File: src/rtl/axis_framebuffer_reader.sv
// Streams a framebuffer out of memory: 16-beat INCR AXI4 reads feed a credit-managed
// FIFO whose head drives an AXI-Stream toward the display path.
module axis_framebuffer_reader #(
    parameter int DATA_WIDTH = 32,
    parameter int ADDR_WIDTH = 32,
    parameter int ID_WIDTH   = 8,
    parameter int FIFO_DEPTH = 64
) (
    input  logic                  aclk,
    input  logic                  resetn,
    input  logic                  start_stream,
    input  logic [ADDR_WIDTH-1:0] fb_addr,
    input  logic [19:0]           fb_size,
    output logic                  fb_streamed,
    output logic                  rresp_err,
    output logic [ID_WIDTH-1:0]   m_mem_axi_arid,
    output logic [ADDR_WIDTH-1:0] m_mem_axi_araddr,
    output logic [7:0]            m_mem_axi_arlen,
    output logic [2:0]            m_mem_axi_arsize,
    output logic [1:0]            m_mem_axi_arburst,
    output logic                  m_mem_axi_arlock,
    output logic [3:0]            m_mem_axi_arcache,
    output logic [2:0]            m_mem_axi_arprot,
    output logic                  m_mem_axi_arvalid,
    input  logic                  m_mem_axi_arready,
    input  logic [ID_WIDTH-1:0]   m_mem_axi_rid,
    input  logic [DATA_WIDTH-1:0] m_mem_axi_rdata,
    input  logic [1:0]            m_mem_axi_rresp,
    input  logic                  m_mem_axi_rlast,
    input  logic                  m_mem_axi_rvalid,
    output logic                  m_mem_axi_rready,
    output logic                  m_disp_axis_tvalid,
    input  logic                  m_disp_axis_tready,
    output logic                  m_disp_axis_tlast,
    output logic [DATA_WIDTH-1:0] m_disp_axis_tdata
);

    localparam int FB_SIZE_IN_PIXEL_LG = 20;
    localparam int PIXEL_SIZE          = 16;
    localparam int BYTES               = DATA_WIDTH / 8;
    localparam int PTR_W               = $clog2(FIFO_DEPTH);
    localparam int CNT_W               = PTR_W + 1;
    localparam int BEAT_W              = FB_SIZE_IN_PIXEL_LG + 1;
    localparam int SUM_W               = BEAT_W + 2;

    typedef enum logic [1:0] {S_IDLE, S_ISSUE, S_DRAIN} state_e;

    state_e                state_q;
    logic [DATA_WIDTH-1:0] fifo_mem [FIFO_DEPTH];
    logic [PTR_W-1:0]      wr_ptr_q, rd_ptr_q;
    logic [CNT_W-1:0]      count_q, count_d;
    logic [CNT_W-1:0]      outstanding_q, outstanding_d;
    logic [ADDR_WIDTH-1:0] addr_q, araddr_q;
    logic [BEAT_W-1:0]     beats_left_q, total_q, out_beat_q;
    logic [7:0]            arlen_q;
    logic                  arvalid_q, fb_streamed_q, rresp_err_q;

    logic                  push, pop, ar_hs, last_beat, credit_ok;
    logic [8:0]            ar_beats;
    logic [BEAT_W-1:0]     burst_beats, total_calc;
    logic [SUM_W-1:0]      credit_sum, size_bytes;
    logic                  unused_sig;

    // Beats arriving while idle belong to an abandoned frame and are dropped.
    assign push        = m_mem_axi_rvalid && (state_q != S_IDLE);
    assign pop         = m_disp_axis_tvalid && m_disp_axis_tready;
    assign ar_hs       = arvalid_q && m_mem_axi_arready;
    assign ar_beats    = {1'b0, arlen_q} + 9'd1;
    assign last_beat   = (out_beat_q == total_q - BEAT_W'(1));
    assign burst_beats = (beats_left_q > BEAT_W'(16)) ? BEAT_W'(16) : beats_left_q;

    // Credit covers both buffered beats and beats still owed by memory.
    assign credit_sum  = SUM_W'(count_q) + SUM_W'(outstanding_q) + SUM_W'(burst_beats);
    assign credit_ok   = (credit_sum <= SUM_W'(FIFO_DEPTH));

    assign size_bytes  = SUM_W'(fb_size) * SUM_W'(PIXEL_SIZE / 8);
    assign total_calc  = BEAT_W'((size_bytes + SUM_W'(BYTES - 1)) / SUM_W'(BYTES));

    assign count_d       = count_q + CNT_W'(push) - CNT_W'(pop);
    assign outstanding_d = outstanding_q + (ar_hs ? CNT_W'(ar_beats) : '0) - CNT_W'(push);

    assign m_mem_axi_arid     = '0;
    assign m_mem_axi_araddr   = araddr_q;
    assign m_mem_axi_arlen    = arlen_q;
    assign m_mem_axi_arsize   = 3'($clog2(BYTES));
    assign m_mem_axi_arburst  = 2'b01;
    assign m_mem_axi_arlock   = 1'b0;
    assign m_mem_axi_arcache  = 4'b0011;
    assign m_mem_axi_arprot   = 3'b000;
    assign m_mem_axi_arvalid  = arvalid_q;
    assign m_mem_axi_rready   = 1'b1;

    assign m_disp_axis_tvalid = (count_q != '0);
    assign m_disp_axis_tdata  = fifo_mem[rd_ptr_q];
    assign m_disp_axis_tlast  = m_disp_axis_tvalid && last_beat;

    assign fb_streamed = fb_streamed_q;
    assign rresp_err   = rresp_err_q;

    assign unused_sig = ^{m_mem_axi_rid, m_mem_axi_rlast, fb_addr[5:0]};

    always_ff @(posedge aclk) begin
        if (push) begin
            fifo_mem[wr_ptr_q] <= m_mem_axi_rdata;
        end
    end

    always_ff @(posedge aclk or negedge resetn) begin
        if (!resetn) begin
            state_q       <= S_IDLE;
            wr_ptr_q      <= '0;
            rd_ptr_q      <= '0;
            count_q       <= '0;
            outstanding_q <= '0;
            addr_q        <= '0;
            araddr_q      <= '0;
            arlen_q       <= '0;
            arvalid_q     <= 1'b0;
            beats_left_q  <= '0;
            total_q       <= '0;
            out_beat_q    <= '0;
            fb_streamed_q <= 1'b1;
            rresp_err_q   <= 1'b0;
        end else begin
            count_q       <= count_d;
            outstanding_q <= outstanding_d;
            if (push) begin
                wr_ptr_q <= wr_ptr_q + PTR_W'(1);
                if (m_mem_axi_rresp != 2'b00) begin
                    rresp_err_q <= 1'b1;
                end
            end
            if (pop) begin
                rd_ptr_q   <= rd_ptr_q + PTR_W'(1);
                out_beat_q <= last_beat ? '0 : out_beat_q + BEAT_W'(1);
            end

            case (state_q)
                S_IDLE: begin
                    if (start_stream && (fb_size != '0)) begin
                        addr_q        <= {fb_addr[ADDR_WIDTH-1:6], 6'b0};
                        beats_left_q  <= total_calc;
                        total_q       <= total_calc;
                        out_beat_q    <= '0;
                        rresp_err_q   <= 1'b0;
                        fb_streamed_q <= 1'b0;
                        state_q       <= S_ISSUE;
                    end
                end
                S_ISSUE: begin
                    if (ar_hs) begin
                        arvalid_q    <= 1'b0;
                        addr_q       <= addr_q + ADDR_WIDTH'(ar_beats) * ADDR_WIDTH'(BYTES);
                        beats_left_q <= beats_left_q - BEAT_W'(ar_beats);
                        if (beats_left_q == BEAT_W'(ar_beats)) begin
                            state_q <= S_DRAIN;
                        end
                    end else if (!arvalid_q && credit_ok) begin
                        arvalid_q <= 1'b1;
                        araddr_q  <= addr_q;
                        arlen_q   <= 8'(burst_beats - BEAT_W'(1));
                    end
                end
                S_DRAIN: begin
                    if (pop && last_beat) begin
                        fb_streamed_q <= 1'b1;
                        state_q       <= S_IDLE;
                    end
                end
                default: state_q <= S_IDLE;
            endcase
        end
    end

endmodule

File: config.mk
export PLATFORM = sky130hd
export DESIGN_NAME = axis_framebuffer_reader
export DESIGN_NICKNAME = d
export VERILOG_FILES = /design/src/rtl/axis_framebuffer_reader.sv
export SDC_FILE = /design/constraint.sdc
export NUM_CORES = 2
export LEC_CHECK = 0
export ABC_AREA = 1
export CELL_PAD_IN_SITES_DETAIL_PLACEMENT = 1
export CELL_PAD_IN_SITES_GLOBAL_PLACEMENT = 2
export CORE_ASPECT_RATIO = 2
export CORE_MARGIN = 8
export CORE_UTILIZATION = 44
export CTS_CLUSTER_SIZE = 16
export DETAILED_ROUTE_END_ITERATION = 10
export PLACE_DENSITY = 0.92
export SETUP_SLACK_MARGIN = 0.1
export SLEW_MARGIN = 20
export SYNTH_ARGS = -nofsm -noshare
export SYNTH_HDL_FRONTEND = slang
export SYNTH_SLANG_ARGS = --single-unit
File: constraint.sdc
create_clock -name aclk -period 5.2 [get_ports aclk]
set_input_delay 0.78 -clock aclk [delete_from_list [all_inputs] [get_ports aclk]]
set_output_delay 0.78 -clock aclk [all_outputs]
set_load 0.03 [all_outputs]
==> flow_metrics.py <==
metrics = {
    "timing": {
        "rsz0062_at_grt": "false",
        "post-route-min-period_ns": 5.016,
        "finClkSkew_ns": 0.07571,
        "maxSlewHeadroom_pct": 22.40,
        "fmax_mhz": 199.4,
        "finalSetupTns_ns": 0,
        "drv_slew": 0,
        "setup_slack_ns": 0.1839,
        "holdWs_ns": 0.3322,
        "min_period_over_period_pct": 96.46,
        "tightest_slew_ns": 1.164,
        "finalSetupViolations": 0,
        "hold_viol_final": 0,
    },
    "drt": {
        "wire_per_inst_um": 30.83,
        "dr.pass1.iters": 5,
        "via_per_inst": 6.260,
        "drt-total-wl_um": 318300,
        "num_vias": 64630,
        "drt_iter0_markers": 6410,
        "drc": 0,
        "postRouteAntennaNets": 0,
    },
    "power": {
        "switching_power_w": 0.02406,
        "peakVddDrop_v": 0.0005808,
        "pwr-share-comb_pct": 40.2,
        "power_density_nw_per_um2": 576.6,
        "p_seq_share_pct": 35.7,
        "pwr-share-clk_pct": 24.2,
        "switching_share_pct": 40.53,
        "internal-power_w": 0.03530,
        "p_leak_nw": 34.26,
    },
    "yosys": {
        "ys_async_sr_fraction_pct": 7.288,
        "netlist_instances": 7335,
        "ys_ff_latch": 2209,
        "synth_edf_count": 2048,
        "synth_warnings": 0,
        "postSynthAreaPerCell_um2": 12.41,
        "dominantRegCellSynth": "edfxtp_1",
        "ys_seq_area_share_pct": 71.99,
        "synth_area_um2": 91030,
        "synth_cell_type_count": 55,
    },
    "clock_tree": {
        "cts_buffers": 194,
        "post_cts_buffers": 0,
        "root_buffer": "clkbuf_16",
        "cts_tree": "done",
        "cts-htree-levels": 4,
        "path_clk_slew_ns": 0.07,
        "cts.sinks": 2209,
        "cts-hold-fix-buffers": 1,
        "cts_resized": 0,
        "clkLatencyLatePin_ns": 0.88,
        "clock_path_buffers": 4,
    },
    "cells_and_area": {
        "area_growth_pct": 13.11,
        "post-route-util_pct": 49.96,
        "instances_no_fill": 10330,
        "final_nets": 7611,
        "drive_above_1_share_pct": 8.993,
    },
    "global_routing": {
        "antenna_found_initial": 10,
        "grt_pass1_vias": 69450,
        "grt_pass1_wl_um": 457500,
        "grt_max_degree": 161,
        "track_usage_pct": 27.78,
        "grt_overflow": 0,
    },
    "placement": {
        "place_inst": 9982,
        "place_congestion": 0.9129,
        "io_buffers": 160,
        "pre_cts_ws_ns": 0.8028,
        "place_hpwl_um": 192200,
    },
    "die": {
        "initial_core_util_pct": 44.17,
        "ios": 200,
        "core_area_um2": 206100,
        "dieArea_um2": 222600,
        "fp.dieH_um": 659.2,
        "row_count": 236,
        "die_w_um": 337.6,
    },
    "min_path": {
        "min_to": "fifo_mem[0][18]$_DFFE_PP_",
        "worstHoldStart": "m_mem_axi_rdata[18]",
        "hp-class": "input port to register",
        "hold_depth": 1,
    },
    "job": {
        "cap_violations": 0,
    },
    "setup_path": {
        "rrSetupSlack_ns": 0.84,
        "cp-end-kind": "primary output",
        "start_kind": "register",
        "r2r_start": "beats_left_q[11]$_DFFE_PN0P_",
        "critPathKind": "register to primary output",
        "required_ns": 4.42,
        "r2r-end": "m_mem_axi_arlen[2]$_DFFE_PN0P_",
        "reg2regPathDepth": 26,
        "crit_fanout": 116,
        "worstPathArrival_ns": 4.24,
    },
    "run_status": {
        "status": "finished clean",
    },
}
state kept, by name, summed over array words and instances, names as in the netlist:
name               flops
wr_ptr_q               6
rd_ptr_q               6
state_q                2
m_mem_axi_araddr      30
fb_streamed            1
out_beat_q            21
m_mem_axi_arlen        8
fifo_mem            2048
total_q               20
m_mem_axi_arvalid      1
count_q                7
outstanding_q          7
rresp_err              1
beats_left_q          21
addr_q                30
power groups by stage:
| stage | combinational, W | sequential (W) | clock (W) |
|---|---|---|---|
| global route | 0.0254 | 0.0212 | 0.0149 |
| CTS | 0.0238 | 0.0212 | 0.0144 |
| global placement | 0.0224 | 0.0215 | 0 |
| floorplan | 0.0135 | 0.0214 | 0 |
| detailed placement | 0.0235 | 0.0215 | 0 |
| finish | 0.0239 | 0.0212 | 0.0143 |
worst max-delay path, stage by stage (launching register included):
cell	delay, ns
dfrtp_4	0.63
inv_8	0.60
buf_12	0.37
buf_4	0.39
o21ai_0	0.22
o221ai_1	0.26
nand3_1	0.13
nand3_1	0.27
nand3_1	0.14
nand2_1	0.17
buf_12	0.15
per-stage QoR:
stage / area, um^2 / total power, W
floorplan: 91120 / 0.03490
global placement: 96820 / 0.04385
detailed placement: 96820 / 0.04502
CTS: 102900 / 0.05936
global route: 103000 / 0.06157
finish: 103000 / 0.05937
area by class of cell:
type,count,area (um^2)
fillers,21120,103100
flip-flops and latches,2209,65550
multi-input cells,4388,22840
clock buffers,232,5029
repair buffers,378,4068
well taps,2737,3425
inverters,273,1054
clock inverters,104,997.2
diodes,4,10.01
worst max-delay path by stage:
stage / cells past startpoint / end / slack [ns] / start
2_1_floorplan: 2 / fifo_mem[7][0]$_DFFE_PP_ / 1.53 / m_mem_axi_rvalid
3_3_place_gp: 26 / m_mem_axi_arlen[2]$_DFFE_PN0P_ / 0.67 / beats_left_q[12]$_DFFE_PN0P_
3_5_place_dp: 26 / m_mem_axi_arlen[2]$_DFFE_PN0P_ / 0.80 / beats_left_q[11]$_DFFE_PN0P_
4_1_cts: 10 / m_disp_axis_tdata[25] / 0.16 / rd_ptr_q[0]$_DFFE_PN0P_
5_1_grt: 8 / m_disp_axis_tdata[21] / 0.11 / rd_ptr_q[0]$_DFFE_PN0P_
6_report: 10 / m_disp_axis_tdata[25] / 0.18 / rd_ptr_q[0]$_DFFE_PN0P_
routing by layer:
layer,track usage [%],vias up,wire [um]
met5,0,-,27
met3,4.742,1267,24000
met1,28.86,32770,101300
met4,22.41,4,31360
met2,48.87,3473,161600
li1,-,27120,-
synthesized netlist by cell type (7+ instances only):
cell type  count  area [um^2]
nand3_1      265         1326
o21ai_1        9        45.04
a22o_1        12        105.1
nand4_1       63        394.1
nor2_1      1233         4628
xnor2_1       18        157.7
nor4_1         9        56.30
buf_4         49        367.9
nand2_2        8        50.05
inv_1        261        979.7
buf_1         14        52.55
nor3_1        31        155.2
edfxtp_1    2048        61500
inv_2         10        37.54
o21bai_1       7        52.55
o211a_1       11        110.1
o221ai_1     198         1734
buf_2        116        580.6
nand3_2        8        80.08
buf_6          7        78.83
o211ai_1      77        578.1
a31oi_1       31        193.9
nand2_1      577         2166
clkbuf_1     304         1141
nor2_2        12        75.07
o22ai_1      327         2046
dfrtp_1      160         4004
fa_1          12        240.2
a21oi_1      144        720.7
ha_1          54        675.7
xor2_1        60        525.5
o21ai_0     1160         5806
cells in the final DEF (no fill, tap or decap), types with 15 or more instances in the layout:
master and count:
a21oi_1 144, nand2_1 576, clkbuf_16 195, nand4_1 63
clkbuf_1 36, o21ai_0 1160, nor2_1 1169, clkinv_1 31
buf_4 191, dfrtp_1 155, o211ai_1 77, ha_1 54
xnor2_1 18, o22ai_1 327, conb_1 27, bufinv_16 17
nor3_1 30, nand3_1 265, xor2_1 60, buf_12 80
a31oi_1 31, edfxtp_1 2048, o221ai_1 198, inv_6 15
inv_1 259, clkinv_2 34, clkdlybuf4s50_1 97, nor2_4 68
cell families (layout without fill, tap and decap cells):
family / count (synthesis) / count (layout) / synth area share, %
AOI/OAI and AO/OA: 1987 / 1987 / 12.61
other: 2 / 31 / 0.008250
adders and majority gates: 66 / 66 / 1.006
buffers and inverters: 763 / 987 / 3.565
xor gates and xnor gates: 78 / 78 / 0.7505
and+or+nand+nor: 2230 / 2230 / 10.08
DFF: 2209 / 2209 / 71.99
No activity file was read; power rests on OpenSTA's default activity.
==> patch (same settings) <==
Change the parameter `ADDR_WIDTH` from 32 to 16.
--- a/src/rtl/axis_framebuffer_reader.sv
+++ b/src/rtl/axis_framebuffer_reader.sv
@@ -4,3 +4,3 @@
     parameter int DATA_WIDTH = 32,
-    parameter int ADDR_WIDTH = 32,
+    parameter int ADDR_WIDTH = 16,
     parameter int ID_WIDTH   = 8,
Interface: changed (resized fb_addr and m_mem_axi_araddr); port bits go from 200 to 168. The function was not compared with the original's and may differ.
==> patch against the unedited design <==
Design area is 2.1% lower. Routed wire length is 0.58% lower. Setup slack worse by 0.063 ns. Synthesized area is 2.1% lower. Power is 2.9% lower. Sequential cell count is 32 lower. First-iteration DRC count is 4.0% higher. Die area is 2.0% lower. Largest cell class unchanged. Highest routed layer unchanged.
==> patch: results <==
[routing]
dr_wl_met3_mm = 23.3
routed-via-count = 63056
drt-total-wl_mm = 316
drtIter0Drc = 6666
wl_met2_mm = 161
drt-vias-per-instance = 6.25
met1Wirelength_mm = 100
drt_pass1_iterations = 6

[global_routing]
use_met2 = 0.496
grt_max_degree = 158
grt_pass1_wl_mm = 451
antenna_found_initial = 11
met3_usage = 0.0445
use_met1 = 0.289
grt_pass1_vias = 67685
grtUsageTotal = 0.281

[pwr]
power_switching_uw = 23300
leakage_uw = 0.0334
p_int_uw = 34300
peakVddDrop_mv = 0.609
comb_power_share = 0.397

[final_layout]
drive_above_1_share = 0.0880
fillerInstances = 20497

[logic_synthesis]
synth_cell_types = 48
synth_common_cells = "edfxtp_1, nor2_1, o21ai_0, nand2_1, clkbuf_1"
synth_compound_area_frac = 0.120
synth_area_leaders = "edfxtp_1, o21ai_0, nor2_1, dfrtp_1, nand2_1"
synth-seq-area-share = 0.726
synth-xor-area-share = 0.00737
async_reset_ff_frac = 0.0593

[min_path]
hold_class = "primary input to async pin"

[placement]
dp.final_hpwl_mm = 195
dpl.cell_count = 9751
place_congestion = 0.899
port_buffers = 128

[clocking]
numCtsBuffers = 186

[status]
status = "finished clean"

[timing]
finalClockSkew_ns = 0.0376
tightestPinTransition_ns = 1.20

[setup_path]
max_stage_delay_ns = 0.67
worst-path-max-fanout = 115
patch: changes by cell type in the layout (fill, tap and decap cells not counted), moves of 18 or more:
cell             unedited run  this run
a21oi_1                   144       120
nand3_1                   265       310
dfrtp_1                   155       123
o21ai_0                  1160      1131
inv_1                     259       238
a31oi_1                    31         6
clkdlybuf4s50_1            97        67
nand4_1                    63        81
patch: worst paths after layout:
| kind | slack, ns | cells after the start | end | from |
|---|---|---|---|---|
| max in group asynchronous | 4.44 | 2 | m_mem_axi_araddr[11] | resetn |
| hold reg to reg | 0.48 | 2 | fb_streamed | fb_streamed |
| hold / removal | 0.02 | 2 | total_q[18] | resetn |
| setup / recovery | 0.12 | 11 | m_disp_axis_tdata[6] | rd_ptr_q[0] |
| min in group aclk | 0.37 | 1 | fifo_mem[36][8] | m_mem_axi_rdata[8] |
| setup reg to reg | 0.61 | 25 | m_mem_axi_araddr[8] | beats_left_q[11] |
patch: repair_timing:
action | 4_1_cts | 5_1_grt
endpoints found under the setup margin | 3 | 5
hold endpoints to repair | 0 | 0
resized for setup | 1 | 1
patch: per-stage QoR:
stage | cell area, um^2 | setup WS, ns
after detailed placement | 94900 | 0.611
after CTS | 101000 | 0.148
after global placement | 94900 | 0.691
after floorplan | 89200 | 0.429
final | 101000 | 0.121
after global routing | 101000 | 0.0500
patch: area by class of cell:
class / instances / area share
clock buffers: 226 / 0.0492
repair buffers: 346 / 0.0376
diodes: 4 / 0.0000993
well taps: 2702 / 0.0335
clock inverters: 101 / 0.00864
flip-flops and latches: 2177 / 0.642
inverters: 249 / 0.00967
multi-input cells: 4280 / 0.219
